--- src/rtl/ula_ctrl.sv ---
// ula_ctrl: arbitrates two requesters onto one shared, fixed-latency ULA.
// An accepted operation is captured, driven to the ULA for LAT cycles, and
// its result is returned as a one-cycle rsp_valid pulse tagged with the
// owning requester id.
// Build option: define ULA_CTRL_RR_EN for round-robin arbitration between
// simultaneous requests; otherwise requester 0 has fixed priority.
module ula_ctrl #(
    parameter int unsigned LAT = 1
) (
    input  logic       clk,
    input  logic       rst,
    input  logic       req0_valid,
    output logic       req0_ready,
    input  logic [7:0] req0_a,
    input  logic [7:0] req0_b,
    input  logic [2:0] req0_op,
    input  logic       req1_valid,
    output logic       req1_ready,
    input  logic [7:0] req1_a,
    input  logic [7:0] req1_b,
    input  logic [2:0] req1_op,
    output logic [7:0] ula_a,
    output logic [7:0] ula_b,
    output logic [2:0] ula_op,
    input  logic [8:0] ula_s,
    output logic       rsp_valid,
    output logic       rsp_id,
    output logic [8:0] rsp_s,
    output logic       busy
);

    // WAIT lasts LAT cycles: the counter is loaded with LAT-1 and leaves at 0.
    localparam logic [3:0] LAT_M1 = 4'(LAT - 32'd1);

    typedef enum logic [1:0] {
        S_IDLE  = 2'd0,
        S_ISSUE = 2'd1,
        S_WAIT  = 2'd2,
        S_RESP  = 2'd3
    } state_t;

    state_t     state_q, state_d;
    logic [3:0] cnt_q, cnt_d;
    logic [7:0] a_q, a_d;
    logic [7:0] b_q, b_d;
    logic [2:0] op_q, op_d;
    logic       id_q, id_d;
    logic [8:0] rsp_s_q, rsp_s_d;
    logic       rsp_id_q, rsp_id_d;

    logic       grant_s;
    logic       idle_s;
    logic       accept_s;
    logic       wait_done_s;

`ifdef ULA_CTRL_RR_EN
    logic       last_q, last_d;
`endif

    // Pick the requester that would win if both are presenting.
    always_comb begin
        grant_s = 1'b0;
        if (req0_valid && req1_valid) begin
`ifdef ULA_CTRL_RR_EN
            grant_s = ~last_q;
`else
            grant_s = 1'b0;
`endif
        end else if (req1_valid) begin
            grant_s = 1'b1;
        end else begin
            grant_s = 1'b0;
        end
    end

    // Handshake: ready only in IDLE, only for the winner, never during reset.
    always_comb begin
        idle_s      = (state_q == S_IDLE) && !rst;
        req0_ready  = idle_s && req0_valid && !grant_s;
        req1_ready  = idle_s && req1_valid && grant_s;
        accept_s    = (req0_valid && req0_ready) || (req1_valid && req1_ready);
        wait_done_s = (state_q == S_WAIT) && (cnt_q == 4'd0);
    end

    // State register; reset overrides every transition.
    always_ff @(posedge clk) begin
        if (rst) begin
            state_q <= S_IDLE;
        end else begin
            state_q <= state_d;
        end
    end

    // Next-state logic of the IDLE -> ISSUE -> WAIT -> RESP loop.
    always_comb begin
        state_d = state_q;
        case (state_q)
            S_IDLE: begin
                if (accept_s) begin
                    state_d = S_ISSUE;
                end else begin
                    state_d = S_IDLE;
                end
            end
            S_ISSUE: state_d = S_WAIT;
            S_WAIT: begin
                if (cnt_q == 4'd0) begin
                    state_d = S_RESP;
                end else begin
                    state_d = S_WAIT;
                end
            end
            S_RESP:  state_d = S_IDLE;
            default: state_d = S_IDLE;
        endcase
    end

    // Datapath next values: capture on accept, count in WAIT, latch the result.
    always_comb begin
        cnt_d    = cnt_q;
        a_d      = a_q;
        b_d      = b_q;
        op_d     = op_q;
        id_d     = id_q;
        rsp_s_d  = rsp_s_q;
        rsp_id_d = rsp_id_q;
`ifdef ULA_CTRL_RR_EN
        last_d   = last_q;
`endif
        if (accept_s) begin
            id_d = grant_s;
            if (grant_s) begin
                a_d  = req1_a;
                b_d  = req1_b;
                op_d = req1_op;
            end else begin
                a_d  = req0_a;
                b_d  = req0_b;
                op_d = req0_op;
            end
`ifdef ULA_CTRL_RR_EN
            last_d = grant_s;
`endif
        end else begin
            id_d = id_q;
        end
        case (state_q)
            S_ISSUE: cnt_d = LAT_M1;
            S_WAIT: begin
                if (cnt_q != 4'd0) begin
                    cnt_d = cnt_q - 4'd1;
                end else begin
                    cnt_d = 4'd0;
                end
            end
            default: cnt_d = cnt_q;
        endcase
        if (wait_done_s) begin
            rsp_s_d  = ula_s;
            rsp_id_d = id_q;
        end else begin
            rsp_s_d  = rsp_s_q;
        end
    end

    // Datapath registers with synchronous reset.
    always_ff @(posedge clk) begin
        if (rst) begin
            cnt_q    <= 4'd0;
            a_q      <= 8'd0;
            b_q      <= 8'd0;
            op_q     <= 3'd0;
            id_q     <= 1'b0;
            rsp_s_q  <= 9'd0;
            rsp_id_q <= 1'b0;
        end else begin
            cnt_q    <= cnt_d;
            a_q      <= a_d;
            b_q      <= b_d;
            op_q     <= op_d;
            id_q     <= id_d;
            rsp_s_q  <= rsp_s_d;
            rsp_id_q <= rsp_id_d;
        end
    end

`ifdef ULA_CTRL_RR_EN
    // Last-grant register; resets to 1 so requester 0 wins the first tie.
    always_ff @(posedge clk) begin
        if (rst) begin
            last_q <= 1'b1;
        end else begin
            last_q <= last_d;
        end
    end
`endif

    // Outputs decoded from registered state; ULA operands hold between ops.
    always_comb begin
        busy      = (state_q != S_IDLE);
        rsp_valid = (state_q == S_RESP);
        rsp_id    = rsp_id_q;
        rsp_s     = rsp_s_q;
        ula_a     = a_q;
        ula_b     = b_q;
        ula_op    = op_q;
    end

endmodule

--- config.mk ---
export PLATFORM = sky130hd
export DESIGN_NAME = ula_ctrl
export DESIGN_NICKNAME = d
export VERILOG_FILES = /design/src/rtl/ula_ctrl.sv
export SDC_FILE = /design/constraint.sdc
export NUM_CORES = 1
export LEC_CHECK = 0
export ABC_AREA = 1
export BUFFER_PORTS_ARGS = -buffer_cell sky130_fd_sc_hd__buf_2
export CORE_UTILIZATION = 42
export DETAILED_ROUTE_END_ITERATION = 8
export GPL_TIMING_DRIVEN = 0
export PLACE_DENSITY = 0.76
export SLEW_MARGIN = 40
export SYNTH_ARGS = -nofsm -noshare
export SYNTH_HDL_FRONTEND = slang
export SYNTH_SLANG_ARGS = --single-unit
--- constraint.sdc ---
create_clock -name clk -period 1.15 [get_ports clk]
set_input_delay 0.0575 -clock clk [delete_from_list [all_inputs] [get_ports clk]]
set_output_delay 0.0575 -clock clk [all_outputs]
set_load 0.03 [all_outputs]
# Word-level counts from Yosys, hierarchy flattened
# Cells that the tools add are included.
word_totals:
  register_bits: 36
  inputBits: 51
  output_inout_bits: 33
  elab_cells: 39
classes:
  addsub: 1
  n_eq_ne: 3
  muxes: 10
  n_reduce_logical: 17
op_table:
  columns: ["op", "n"]
  rows:
  - ["8-bit two-way mux", 2]
  - ["1-bit logical AND", 9]
  - ["2-bit case mux with 4 select lines", 1]
  - ["4-bit case mux with 2 select lines", 1]
  - ["2-bit equality test, second input constant", 2]
  - ["4-bit zero test", 1]
  - ["1-bit two-way mux", 4]
  - ["4-bit two-way mux", 1]
  - ["2-bit nonzero test", 2]
  - ["4-bit nonzero test", 1]
  - ["4-bit by 1-bit subtractor with 4-bit output, second input constant", 1]
  - ["3-bit two-way mux", 1]
  - ["2-bit by 1-bit equality test with 1-bit output, second input constant", 1]
  - ["1-bit zero test", 2]
  - ["2-bit zero test", 1]
  - ["1-bit logical OR", 1]

# Depth between registers and ports, before layout
logic_depth:
  word_depth: 8
  ltp_mapped: 9
  depth_no_buf: 8

# Worst setup path before layout
# Ideal clock, no wire load.
synth_path:
  path_kind: "register to register"
  startpoint: "reg state_q[0]"
  endpoint: "reg b_q[2], in the netlist ula_b[2]"
  setup_ps: 113
  arrival_time_ps: 1178
  t_required_ps: 1037
  path_slack_ps: -140
  path_stages_with_launch: 10
  path_buffers: 1
  period_less_slack_ps: 1290
  path_cell_list: "dfxtp_1 > inv_1 > ha_1 > inv_2 > nor2_4 > o21ai_2 > buf_2 > nand2_1 > nand2_1 > nor2_1"
synth_via:
  elab_chain_len: 6
  elab_cells_between_ends: 9
  classes_between: "9 x reduce/logical"
synth_rtl:
  columns: ["element", "line", "text"]
  rows:
  - ["from (decl)", "42", "state_t state_q, state_d;"]
  - ["from (signal assigned)", "90", "state_q <= state_d;"]
  - ["2-bit zero test (*)", "78", "idle_s = (state_q == S_IDLE) && !rst;"]
  - ["1-bit logical AND (*)", "78", null]
  - ["1-bit logical AND, on equally long branches (2 in a row)", "79, 80", null]
  - ["1-bit logical AND", "81", "accept_s = (req0_valid && req0_ready) || (req1_valid && req1_ready);"]
  - ["1-bit logical OR (*)", "81", null]
  - ["to (signal assigned)", "171", "b_q <= 8'd0;"]
  - ["to (signal assigned)", "179", "b_q <= b_d;"]
  - ["to (decl)", "45", "logic [7:0] b_q, b_d;"]
# Mark *: on every way between the ends. The rest lies on a longest branch, timed or not.
# A chain may end at the register's enable or synchronous reset.

# Final worst setup path
layout_path:
  startpoint: "reg state_q[0]"
  endpoint: "reg b_q[1], in the netlist ula_b[1]"
# The elaborated chain is that of the path after synthesis.

==> flow_metrics.py <==
metrics = {
    "clock_network": {
        "cts_root_buf": "clkbuf_8",
        "clock_latency_ns": 0.29,
        "cts_tree": "built",
        "ctsHtreeMaxLevel": 2,
        "cts_buffers": 5,
        "cts_buffer_depth": 2,
        "clk_pin_slew_worst_paths_ns": 0.07,
        "clkSinkCount": 36,
    },
    "grt": {
        "antenna_found_initial": 0,
        "grt_overflow": 0,
        "grt_pass1_wl_um": 6617,
        "grt_max_degree": 12,
        "grt_pass1_vias": 1595,
        "grt.total_usage_pct": 19.17,
    },
    "worst_setup_path": {
        "crit_required_ns": 1.38,
        "worst_setup_path_start_kind": "flip-flop",
        "path_max_fanout": 4,
        "crit_start": "state_q[0]$_SDFF_PP0_",
        "arrival_ns": 1.58,
        "critPathKind": "reg -> reg",
        "end_kind": "flip-flop",
        "r2r_start": "state_q[0]$_SDFF_PP0_",
    },
    "cells_and_area": {
        "layout-drive-gt1-share_pct": 41.30,
        "regArea_um2": 723.2,
        "synthToLayoutAreaGrowth_pct": 53.39,
        "fillers": 366,
        "mostFrequentLayoutCells": "nand2_1, buf_2, nor2_1, dfxtp_1, inv_1",
        "num_antenna_cells": 0,
        "final_area_um2": 2771,
        "nNetsFinal": 440,
        "multi_input_area_um2": 1065,
        "layout_commonest_cell": "nand2_1",
    },
    "synth": {
        "ys_seq_area_share_pct": 39.89,
        "synthCells": 285,
        "yosys.cell_types.count": 18,
        "synth_nets": 341,
        "syn_area_per_cell_um2": 6.339,
        "synth-seq-cells": 36,
        "synth_warnings": 0,
        "syn-cell-area_um2": 1807,
    },
    "place": {
        "portBuffers": 82,
        "dp_hpwl_um": 3109,
        "placed_area_um2": 2302,
        "gp_congestion": 0.7770,
    },
    "power": {
        "power_density_nw_per_um2": 1359,
        "power_mw": 3.767,
        "p_leak_nw": 1.453,
        "vdd_drop_max_mv": 0.7455,
    },
    "sta": {
        "min_period_ns": 1.351,
        "skew_ns": 0.005535,
        "tightest_slew_ns": 0.5706,
        "setup_ws_ns": -0.2005,
        "fmax_ghz": 0.7405,
        "relSlewSlack_pct": 61.96,
        "final_max_slew_viol_count": 0,
        "period_share_pct": 117.4,
        "hold_viol": 0,
        "setup_viol": 35,
        "rsz0062_at_grt": "yes",
    },
    "detailed_routing": {
        "drt_pass1_iterations": 4,
        "drt_iter0_markers": 57,
        "wl_um": 4640,
        "via_per_inst": 4.598,
        "dr_total_vias": 2000,
        "wl_per_cell_um": 10.67,
        "drc": 0,
        "ant_nets": 0,
    },
    "floorplanning": {
        "die_h_um": 67.59,
        "initial_utilization_pct": 44.53,
        "coreArea_um2": 4058,
        "dieArea_um2": 4568,
        "fp-row-count": 23,
        "ios": 84,
        "die_width_um": 67.59,
    },
    "job": {
        "maxCapViolCount": 0,
    },
    "min_path": {
        "hold_class": "in -> reg",
        "hold_start": "rst",
    },
    "outcome": {
        "status": "complete, but fails checks",
        "violations": "setup timing",
    },
}
-- kinds of logic after synthesis --
| family | count (synthesis) | share of synthesized area [%] |
|---|---|---|
| DFF | 36 | 39.89 |
| adders and majority gates | 5 | 3.463 |
| and+or+nand+nor | 180 | 39.89 |
| AOI/OAI and AO/OA | 17 | 5.125 |
| buffers and inverters | 47 | 11.63 |
-- cell type report --
cell class                      instances  share of cell area (%)
Tap cell                               50                   2.257
Inverter                               33                   4.831
Buffer                                 14                   4.650
Clock inverter                          2                   1.264
Clock buffer                            6                   2.619
Multi-Input combinational cell        203                   38.42
Sequential cell                        36                   26.09
Timing Repair Buffer                   91                   19.86
-- layer usage --
metal / vias up / GRT usage, % / routed length (um)
met5: - / 0 / 0
met4: 0 / 6.383 / 74
met3: 9 / 5.068 / 298
met2: 72 / 33.54 / 2262
met1: 858 / 22.29 / 2004
li1: 1061 / - / -
-- power by group --
group          internal (mW)  switching (mW)  total [mW]  leakage, nW
clock                  0.643           0.459        1.10       0.0552
combinational          0.498           0.741        1.24         1.10
sequential              1.36          0.0640        1.43        0.296
total                   2.50            1.26        3.77         1.45
-- critical path, stage by stage, from the launching register on --
cell,delay (ns)
dfxtp_2,0.33
inv_2,0.07
ha_4,0.14
inv_6,0.04
nor2_4,0.17
o21ai_4,0.10
buf_6,0.14
clkbuf_16,0.15
nand2_2,0.04
nand2_1,0.04
nor2_1,0.08
-- synth_stat cells --
cell type	instances	share of area, %
nand3_1	6	1.7
nand2_1	115	24
nor2_1	46	9.6
o21ai_0	1	0.28
inv_1	32	6.6
a21oi_1	14	3.9
buf_6	3	1.9
nand2_2	1	0.35
nor2_4	1	0.62
inv_2	1	0.21
ha_1	5	3.5
buf_4	1	0.42
buf_2	6	1.7
nand4_1	11	3.8
a21oi_2	1	0.48
clkbuf_1	4	0.83
dfxtp_1	36	40
o21ai_2	1	0.48
-- final timing paths --
check             slack, ns               endpoint  depth (start not counted)
setup / recovery      -0.20  ula_b[1]$_SDFFE_PP0P_                         10
hold / removal         0.03  cnt_q[2]$_SDFFE_PP0P_                          4
setup reg to reg      -0.20  ula_b[1]$_SDFFE_PP0P_                         10
hold reg to reg        0.47  rsp_s[6]$_SDFFE_PP0P_                          2
-- flip-flops by register name (all words and copies together), names as in the netlist --
signal,cells
ula_a,8
ula_b,8
rsp_id,1
rsp_s,9
state_q,2
id_q,1
cnt_q,4
ula_op,3
-- through the flow --
step / utilization, % / hold slack, ns / cells / worst slack [ns] / TNS, ns
after global placement: 56.74 / 0.2503 / 417 / -0.1397 / -3.305
after global routing: 68.30 / 0.03393 / 435 / -0.2845 / -6.856
after detailed placement: 56.74 / 0.2504 / 417 / -0.1695 / -3.917
after floorplan: - / 0.2229 / 285 / -0.07959 / -0.9043
after CTS: 63.92 / 0.01999 / 430 / -0.1693 / -2.948
final: 68.30 / 0.03068 / 435 / -0.2005 / -4.341
-- repair_timing --
action | 4_1_cts | 5_1_grt
hold buffers | 1 | 0
buffers inserted | 4 | 3
gates resized for setup | 39 | 31
endpoints found under the setup margin | 34 | 36
endpoints found under the hold margin | 3 | 0
pin swaps | 7 | 20
cloned | 0 | 3
No activity file was read; power rests on OpenSTA's default activity.
